### src/rtl/async_fill_trig_scheduler_if.sv
// Fill-control bus between the ASYNC acquisition sequencer (master) and the
// per-fill trigger scheduler (slave). drain_timeout exists only when
// ASYNC_SCHED_DRAIN_TIMEOUT_EN is defined.
interface async_fill_trig_scheduler_if;
  logic        fill_start;
  logic [23:0] fill_window_len;
  logic [10:0] async_num_bursts;
  logic [15:0] max_waveforms;
  logic        raw_trig;
  logic [15:0] circ_buf_wr_addr;
  logic        trig_fifo_full;
  logic        trig_fifo_empty;
  logic        cbuf_rd_trig_wait;
  logic        cbuf_trig_en;
  logic        cbuf_rd_en;
  logic        trig_fifo_wr_en;
  logic [15:0] trig_fifo_wr_dat;
  logic        fill_busy;
  logic        fill_done;
  logic [15:0] accepted_count;
  logic [15:0] dropped_count;
`ifdef ASYNC_SCHED_DRAIN_TIMEOUT_EN
  logic        drain_timeout;
`endif

  modport master (
`ifdef ASYNC_SCHED_DRAIN_TIMEOUT_EN
    input  drain_timeout,
`endif
    output fill_start, fill_window_len, async_num_bursts, max_waveforms,
           raw_trig, circ_buf_wr_addr, trig_fifo_full, trig_fifo_empty,
           cbuf_rd_trig_wait,
    input  cbuf_trig_en, cbuf_rd_en, trig_fifo_wr_en, trig_fifo_wr_dat,
           fill_busy, fill_done, accepted_count, dropped_count
  );

  modport slave (
`ifdef ASYNC_SCHED_DRAIN_TIMEOUT_EN
    output drain_timeout,
`endif
    input  fill_start, fill_window_len, async_num_bursts, max_waveforms,
           raw_trig, circ_buf_wr_addr, trig_fifo_full, trig_fifo_empty,
           cbuf_rd_trig_wait,
    output cbuf_trig_en, cbuf_rd_en, trig_fifo_wr_en, trig_fifo_wr_dat,
           fill_busy, fill_done, accepted_count, dropped_count
  );
endinterface

### src/rtl/async_fill_trig_scheduler.sv
// Per-fill ASYNC trigger scheduler (adc_clk domain): trigger window,
// edge qualification, trigger FIFO writes, drain/close sequencing.
// Optional macro ASYNC_SCHED_DRAIN_TIMEOUT_EN bounds DRAIN to DRAIN_TIMEOUT
// cycles and adds the sticky drain_timeout flag.
module async_fill_trig_scheduler #(
  parameter int unsigned CLOSE_CYCLES  = 16,
  parameter int unsigned DRAIN_TIMEOUT = 65535
) (
  input  logic                          adc_clk,
  input  logic                          reset_clk_adc,
  async_fill_trig_scheduler_if.slave    bus
);
  localparam logic [1:0] ST_IDLE  = 2'd0;
  localparam logic [1:0] ST_ARMED = 2'd1;
  localparam logic [1:0] ST_DRAIN = 2'd2;
  localparam logic [1:0] ST_CLOSE = 2'd3;

  localparam int unsigned CW = (CLOSE_CYCLES > 1) ? $clog2(CLOSE_CYCLES) : 1;
  localparam logic [CW-1:0] CLOSE_LAST = CW'(CLOSE_CYCLES - 1);

  if (CLOSE_CYCLES == 0 || DRAIN_TIMEOUT == 0 || DRAIN_TIMEOUT > 65536) begin : g_bad_params
    $error("async_fill_trig_scheduler: CLOSE_CYCLES/DRAIN_TIMEOUT out of range");
  end

  logic [1:0]    state_q, state_d;
  logic [23:0]   win_q, win_d;
  logic [12:0]   holdoff_q, holdoff_d;
  logic          raw_trig_dly_q, raw_trig_dly_d;
  logic [15:0]   acc_q, acc_d;
  logic [15:0]   drop_q, drop_d;
  logic          wr_en_q, wr_en_d;
  logic [15:0]   wr_dat_q, wr_dat_d;
  logic          trig_en_q, trig_en_d;
  logic          rd_en_q, rd_en_d;
  logic          busy_q, busy_d;
  logic          done_q, done_d;
  logic [CW-1:0] close_q, close_d;
  logic          trig_edge;
  logic          accept;
`ifdef ASYNC_SCHED_DRAIN_TIMEOUT_EN
  localparam logic [15:0] DRAIN_LAST = 16'(DRAIN_TIMEOUT - 1);
  logic [15:0]   drain_cnt_q, drain_cnt_d;
  logic          dto_q, dto_d;
`endif

  assign trig_edge = bus.raw_trig & ~raw_trig_dly_q;
  assign accept    = (holdoff_q == '0) && !bus.trig_fifo_full &&
                     ((bus.max_waveforms == '0) || (acc_q < bus.max_waveforms));

  // Next-state, counters and registered-output decode.
  always_comb begin
    state_d        = state_q;
    win_d          = win_q;
    holdoff_d      = (holdoff_q != '0) ? holdoff_q - 13'd1 : '0;
    raw_trig_dly_d = bus.raw_trig;
    acc_d          = acc_q;
    drop_d         = drop_q;
    wr_en_d        = 1'b0;
    wr_dat_d       = wr_dat_q;
    done_d         = 1'b0;
    close_d        = close_q;
`ifdef ASYNC_SCHED_DRAIN_TIMEOUT_EN
    drain_cnt_d    = (state_q == ST_DRAIN) ? drain_cnt_q + 16'd1 : '0;
    dto_d          = dto_q;
`endif
    case (state_q)
      ST_IDLE: begin
        if (bus.fill_start) begin
          acc_d     = '0;
          drop_d    = '0;
          holdoff_d = '0;
`ifdef ASYNC_SCHED_DRAIN_TIMEOUT_EN
          dto_d     = 1'b0;
`endif
          if (bus.fill_window_len == '0) begin
            state_d = ST_DRAIN;
          end else begin
            state_d = ST_ARMED;
            win_d   = bus.fill_window_len;
          end
        end
      end
      ST_ARMED: begin
        win_d = win_q - 24'd1;
        if (win_q == 24'd1) state_d = ST_DRAIN;
        if (trig_edge) begin
          if (accept) begin
            wr_en_d   = 1'b1;
            wr_dat_d  = bus.circ_buf_wr_addr;
            holdoff_d = {bus.async_num_bursts, 2'b00};
            if (acc_q != '1) acc_d = acc_q + 16'd1;
          end else if (drop_q != '1) begin
            drop_d = drop_q + 16'd1;
          end
        end
      end
      ST_DRAIN: begin
        if (bus.trig_fifo_empty && bus.cbuf_rd_trig_wait && !wr_en_q) begin
          state_d = ST_CLOSE;
          close_d = '0;
        end
`ifdef ASYNC_SCHED_DRAIN_TIMEOUT_EN
        else if (drain_cnt_q == DRAIN_LAST) begin
          state_d = ST_CLOSE;
          close_d = '0;
          dto_d   = 1'b1;
        end
`endif
      end
      default: begin
        if (close_q == CLOSE_LAST) begin
          state_d = ST_IDLE;
          done_d  = 1'b1;
        end else begin
          close_d = close_q + 1'b1;
        end
      end
    endcase
    trig_en_d = (state_d == ST_ARMED);
    rd_en_d   = (state_d == ST_ARMED) || (state_d == ST_DRAIN);
    busy_d    = (state_d != ST_IDLE);
  end

  // State and output registers; reset aborts any fill without fill_done.
  always_ff @(posedge adc_clk) begin
    if (reset_clk_adc) begin
      state_q        <= ST_IDLE;
      win_q          <= '0;
      holdoff_q      <= '0;
      raw_trig_dly_q <= 1'b0;
      acc_q          <= '0;
      drop_q         <= '0;
      wr_en_q        <= 1'b0;
      wr_dat_q       <= '0;
      trig_en_q      <= 1'b0;
      rd_en_q        <= 1'b0;
      busy_q         <= 1'b0;
      done_q         <= 1'b0;
      close_q        <= '0;
`ifdef ASYNC_SCHED_DRAIN_TIMEOUT_EN
      drain_cnt_q    <= '0;
      dto_q          <= 1'b0;
`endif
    end else begin
      state_q        <= state_d;
      win_q          <= win_d;
      holdoff_q      <= holdoff_d;
      raw_trig_dly_q <= raw_trig_dly_d;
      acc_q          <= acc_d;
      drop_q         <= drop_d;
      wr_en_q        <= wr_en_d;
      wr_dat_q       <= wr_dat_d;
      trig_en_q      <= trig_en_d;
      rd_en_q        <= rd_en_d;
      busy_q         <= busy_d;
      done_q         <= done_d;
      close_q        <= close_d;
`ifdef ASYNC_SCHED_DRAIN_TIMEOUT_EN
      drain_cnt_q    <= drain_cnt_d;
      dto_q          <= dto_d;
`endif
    end
  end

  assign bus.cbuf_trig_en     = trig_en_q;
  assign bus.cbuf_rd_en       = rd_en_q;
  assign bus.trig_fifo_wr_en  = wr_en_q;
  assign bus.trig_fifo_wr_dat = wr_dat_q;
  assign bus.fill_busy        = busy_q;
  assign bus.fill_done        = done_q;
  assign bus.accepted_count   = acc_q;
  assign bus.dropped_count    = drop_q;
`ifdef ASYNC_SCHED_DRAIN_TIMEOUT_EN
  assign bus.drain_timeout    = dto_q;
`endif
endmodule

### src/flat_wrapper.sv
// flat-port wrapper written by rule: the top's interface ports become plain ports
module async_fill_trig_scheduler_flat 
#(
  parameter int unsigned CLOSE_CYCLES  = 16,
  parameter int unsigned DRAIN_TIMEOUT = 65535
)
  (adc_clk, reset_clk_adc, bus_fill_start, bus_fill_window_len, bus_async_num_bursts, bus_max_waveforms, bus_raw_trig, bus_circ_buf_wr_addr, bus_trig_fifo_full, bus_trig_fifo_empty, bus_cbuf_rd_trig_wait, bus_cbuf_trig_en, bus_cbuf_rd_en, bus_trig_fifo_wr_en, bus_trig_fifo_wr_dat, bus_fill_busy, bus_fill_done, bus_accepted_count, bus_dropped_count);
  async_fill_trig_scheduler_if bus_i ();
  input  logic adc_clk;
  input  logic reset_clk_adc;
  input wire logic [$bits(bus_i.fill_start)-1:0] bus_fill_start;
  input wire logic [$bits(bus_i.fill_window_len)-1:0] bus_fill_window_len;
  input wire logic [$bits(bus_i.async_num_bursts)-1:0] bus_async_num_bursts;
  input wire logic [$bits(bus_i.max_waveforms)-1:0] bus_max_waveforms;
  input wire logic [$bits(bus_i.raw_trig)-1:0] bus_raw_trig;
  input wire logic [$bits(bus_i.circ_buf_wr_addr)-1:0] bus_circ_buf_wr_addr;
  input wire logic [$bits(bus_i.trig_fifo_full)-1:0] bus_trig_fifo_full;
  input wire logic [$bits(bus_i.trig_fifo_empty)-1:0] bus_trig_fifo_empty;
  input wire logic [$bits(bus_i.cbuf_rd_trig_wait)-1:0] bus_cbuf_rd_trig_wait;
  output wire logic [$bits(bus_i.cbuf_trig_en)-1:0] bus_cbuf_trig_en;
  output wire logic [$bits(bus_i.cbuf_rd_en)-1:0] bus_cbuf_rd_en;
  output wire logic [$bits(bus_i.trig_fifo_wr_en)-1:0] bus_trig_fifo_wr_en;
  output wire logic [$bits(bus_i.trig_fifo_wr_dat)-1:0] bus_trig_fifo_wr_dat;
  output wire logic [$bits(bus_i.fill_busy)-1:0] bus_fill_busy;
  output wire logic [$bits(bus_i.fill_done)-1:0] bus_fill_done;
  output wire logic [$bits(bus_i.accepted_count)-1:0] bus_accepted_count;
  output wire logic [$bits(bus_i.dropped_count)-1:0] bus_dropped_count;
  assign bus_i.fill_start = bus_fill_start;
  assign bus_i.fill_window_len = bus_fill_window_len;
  assign bus_i.async_num_bursts = bus_async_num_bursts;
  assign bus_i.max_waveforms = bus_max_waveforms;
  assign bus_i.raw_trig = bus_raw_trig;
  assign bus_i.circ_buf_wr_addr = bus_circ_buf_wr_addr;
  assign bus_i.trig_fifo_full = bus_trig_fifo_full;
  assign bus_i.trig_fifo_empty = bus_trig_fifo_empty;
  assign bus_i.cbuf_rd_trig_wait = bus_cbuf_rd_trig_wait;
  assign bus_cbuf_trig_en = bus_i.cbuf_trig_en;
  assign bus_cbuf_rd_en = bus_i.cbuf_rd_en;
  assign bus_trig_fifo_wr_en = bus_i.trig_fifo_wr_en;
  assign bus_trig_fifo_wr_dat = bus_i.trig_fifo_wr_dat;
  assign bus_fill_busy = bus_i.fill_busy;
  assign bus_fill_done = bus_i.fill_done;
  assign bus_accepted_count = bus_i.accepted_count;
  assign bus_dropped_count = bus_i.dropped_count;
  async_fill_trig_scheduler #(.CLOSE_CYCLES(CLOSE_CYCLES), .DRAIN_TIMEOUT(DRAIN_TIMEOUT)) u_core (.adc_clk(adc_clk), .reset_clk_adc(reset_clk_adc), .bus(bus_i));
endmodule
### config.mk
export PLATFORM = sky130hd
export DESIGN_NAME = async_fill_trig_scheduler_flat
export DESIGN_NICKNAME = d
export VERILOG_FILES = /design/src/rtl/async_fill_trig_scheduler_if.sv /design/src/rtl/async_fill_trig_scheduler.sv /design/src/flat_wrapper.sv
export SDC_FILE = /design/constraint.sdc
export NUM_CORES = 1
export LEC_CHECK = 0
export ABC_AREA = 1
export BUFFER_PORTS_ARGS = -buffer_cell sky130_fd_sc_hd__buf_2
export CAP_MARGIN = 20
export CORE_ASPECT_RATIO = 0.75
export CORE_MARGIN = 2
export CORE_UTILIZATION = 50
export CTS_BUF_LIST = sky130_fd_sc_hd__clkbuf_8
export CTS_CLUSTER_DIAMETER = 50
export DETAILED_ROUTE_END_ITERATION = 6
export PLACE_DENSITY = 0.85
export REMOVE_ABC_BUFFERS = 1
export SYNTH_ARGS = -nofsm -noshare
export SYNTH_HDL_FRONTEND = slang
export SYNTH_SLANG_ARGS = --single-unit
### constraint.sdc
create_clock -name adc_clk -period 2.62 [get_ports adc_clk]
set_clock_uncertainty 0.1 [all_clocks]
set_input_delay 0.393 -clock adc_clk [delete_from_list [all_inputs] [get_ports adc_clk]]
set_output_delay 0.393 -clock adc_clk [all_outputs]
set_load 0.01 [all_outputs]
==> results.tsv <==
metric	value	unit
antenna_found_initial	0	
dp_hpwl	11.9	mm
synth_edf_count	0	
cts_root_buf	clkbuf_8	
design_area	7290	um2
track_usage	0.238	
timing.critical_path.cells	inv_1, ha_1, inv_1, nor2_1, nor2_2, o21ai_0, a41oi_2, nand2_2, nand2_1, a21oi_1	
fillCellCount	1165	
numCtsBuffers	9	
cts_tree	done	
synth-simple-area-share	0.371	
max-clock-path-buffers	2	
drc	0	
clk_pin_slew	0.10	ns
cp_max_fo	15	
fmax	0.414	GHz
gp_congestion	0.940	
portBuffers	126	
final-hold-violation-count	0	
cts_hold_buf	0	
layout_commonest_cell	nand2_1	
synth-xor-area-share	0.0526	
startpoint_type	flop	
min_period_over_period	0.923	
power.total	0.00450	W
drv_slew	0	
antenna_cells	0	
boundaryPins	127	
place_area	7080	um2
yosysSeqAreaShare	0.315	
leakage	3.45	nW
slowest_delay	0.44	ns
critPathArrivalTime	2.56	ns
crit_top_cell	inv_1	
min_period	2.42	ns
synth_warnings	0	
max_cap_violations	0	
core	12200	um2
worstSkewPairLatency	0.37	ns
rsz0062_at_grt	no	
fin_setup_tns	0	ns
synth.distinct_cells	36	
synth_top_family_by_area	simple AND/OR/NAND/NOR gates	
ys_ff_latch	97	
mappedNetlistArea	6160	um2
worst_pin_slew	0.486	ns
worst_ep_required_time	2.77	ns
cts-resized-gates	0	
final_core_util	0.598	
syn-mean-instance-area	6.35	um2
grt_pass1_wl	26.3	mm
fin_nets	1206	
critPathKind	flop to flop	
start_util	0.506	
crit_slowest_cell	dfxtp_1	
synthCells	971	
peakVddDrop	0.000390	V
grt_max_degree	51	
regArea	1940	um2
final_cell_mix	nand2_1, nor2_1, buf_2, inv_1, dfxtp_1	
viasPerCell	5.12	
htree_levels	3	
synth_compound_area_frac	0.116	
drt-pass1-iter-count	5	
async_reset_ff_frac	0	
cp-end-kind	flop	
multi_input_area	3660	um2
slew_headroom	0.673	
dieHeight	100	um
drive_gt1_frac	0.173	
hold_class	input pin to flop	
status	complete, no violations	
num_vias	6531	
synth.area.mux_share	0	
die_w	132	um
setup_violations	0	
wire_per_inst	12.5	um
post_cts_buffers	0	
std_cell_rows	35	
power.density	618	nW/um2
grt_pass1_vias	5727	
synth_ff_type	dfxtp_1	
dieArea	13200	um2
synthAdderAreaFrac	0.0548	
drtIter0Drc	498	
area_growth	18.2	%
antenna_left	0	
routed_wl	15.9	mm
grt-ovfl-total	0	
cts.sinks	97	
==> state kept, by name, indices dropped and copies added, names as in the netlist <==
register,flops
u_core.bus.fill_busy,1
u_core.holdoff_q,13
u_core.bus.dropped_count,16
u_core.bus.accepted_count,16
u_core.state_q,2
u_core.win_q,24
u_core.bus.fill_done,1
u_core.bus.cbuf_trig_en,1
u_core.bus.cbuf_rd_en,1
u_core.close_q,4
u_core.bus.trig_fifo_wr_dat,16
u_core.raw_trig_dly_q,1
u_core.bus.trig_fifo_wr_en,1
==> through the flow <==
| stage | hold WS (ns) | std cells | setup WS (ns) |
|---|---|---|---|
| 5_1_grt | 0.0942 | 1276 | 0.0300 |
| 3_3_place_gp | 0.302 | 1260 | 0.224 |
| 2_1_floorplan | 0.293 | 938 | -0.748 |
| 4_1_cts | 0.0899 | 1276 | 0.223 |
| 3_5_place_dp | 0.304 | 1260 | 0.196 |
| 6_report | 0.107 | 1276 | 0.202 |
==> final timing paths <==
path	start	cells past startpoint	endpoint	slack, ns
setup / recovery	u_core.state_q[0]	10	u_core.bus.dropped_count[4]	0.20
hold / removal	bus_async_num_bursts[6]	3	u_core.holdoff_q[8]	0.11
setup reg to reg	u_core.state_q[0]	10	u_core.bus.dropped_count[4]	0.20
hold reg to reg	u_core.holdoff_q[0]	1	u_core.holdoff_q[0]	0.31
==> cells by family after synthesis <==
family	count (synthesis)
and+or+nand+nor	532
xor gates and xnor gates	37
DFF	97
AOI/OAI and AO/OA	135
buffers and inverters	143
adders and majority gates	27
==> cell type report <==
class | count | share of cell area
multi-input combinational | 731 | 0.503
clock buffer | 9 | 0.0170
sequential | 97 | 0.267
tap | 166 | 0.0285
inverter | 110 | 0.0567
clock inverter | 7 | 0.0112
timing repair buffer | 156 | 0.117
==> layer usage <==
metal  vias up  share of wire  GRT usage
met5         -              0          0
met4         0         0.0083     0.0554
met3        16          0.063     0.0369
met2       224           0.43      0.373
met1      2891           0.50      0.344
li1       3400              -          -
==> worst max-delay path, delay by kind of cell, from the launching register on <==
family | cells | cell delay (ns)
AOI/OAI and AO/OA | 3 | 0.61
adders and majority gates | 1 | 0.28
DFF | 1 | 0.44
buffers and inverters | 2 | 0.19
and+or+nand+nor | 4 | 0.68
==> cells in the mapped netlist, types with 2 or more instances <==
master	instances	share of area
a211oi_1	2	0.0024
a21oi_1	75	0.061
a31oi_1	6	0.0061
buf_2	5	0.0041
buf_6	2	0.0037
clkbuf_1	25	0.015
dfxtp_1	97	0.32
ha_1	27	0.055
inv_1	109	0.066
nand2_1	211	0.13
nand2_2	3	0.0030
nand3_1	70	0.057
nand3_2	2	0.0032
nand3b_1	2	0.0024
nand4_1	17	0.017
nor2_1	181	0.11
nor2_2	2	0.0020
nor3_1	21	0.017
nor3b_1	2	0.0024
nor4_1	10	0.010
o211ai_1	2	0.0024
o21ai_0	43	0.035
o22ai_1	4	0.0041
or2_2	6	0.0061
xnor2_1	10	0.014
xor2_1	27	0.038
==> power breakdown <==
| group | leakage [nW] | switching (W) | internal, W | total, W |
|---|---|---|---|---|
| clock network | 0.102 | 0.000576 | 0.000459 | 0.00104 |
| registers | 0.790 | 0.000137 | 0.00164 | 0.00178 |
| logic | 2.56 | 0.00107 | 0.000617 | 0.00169 |
No activity file was read; power rests on OpenSTA's default activity.
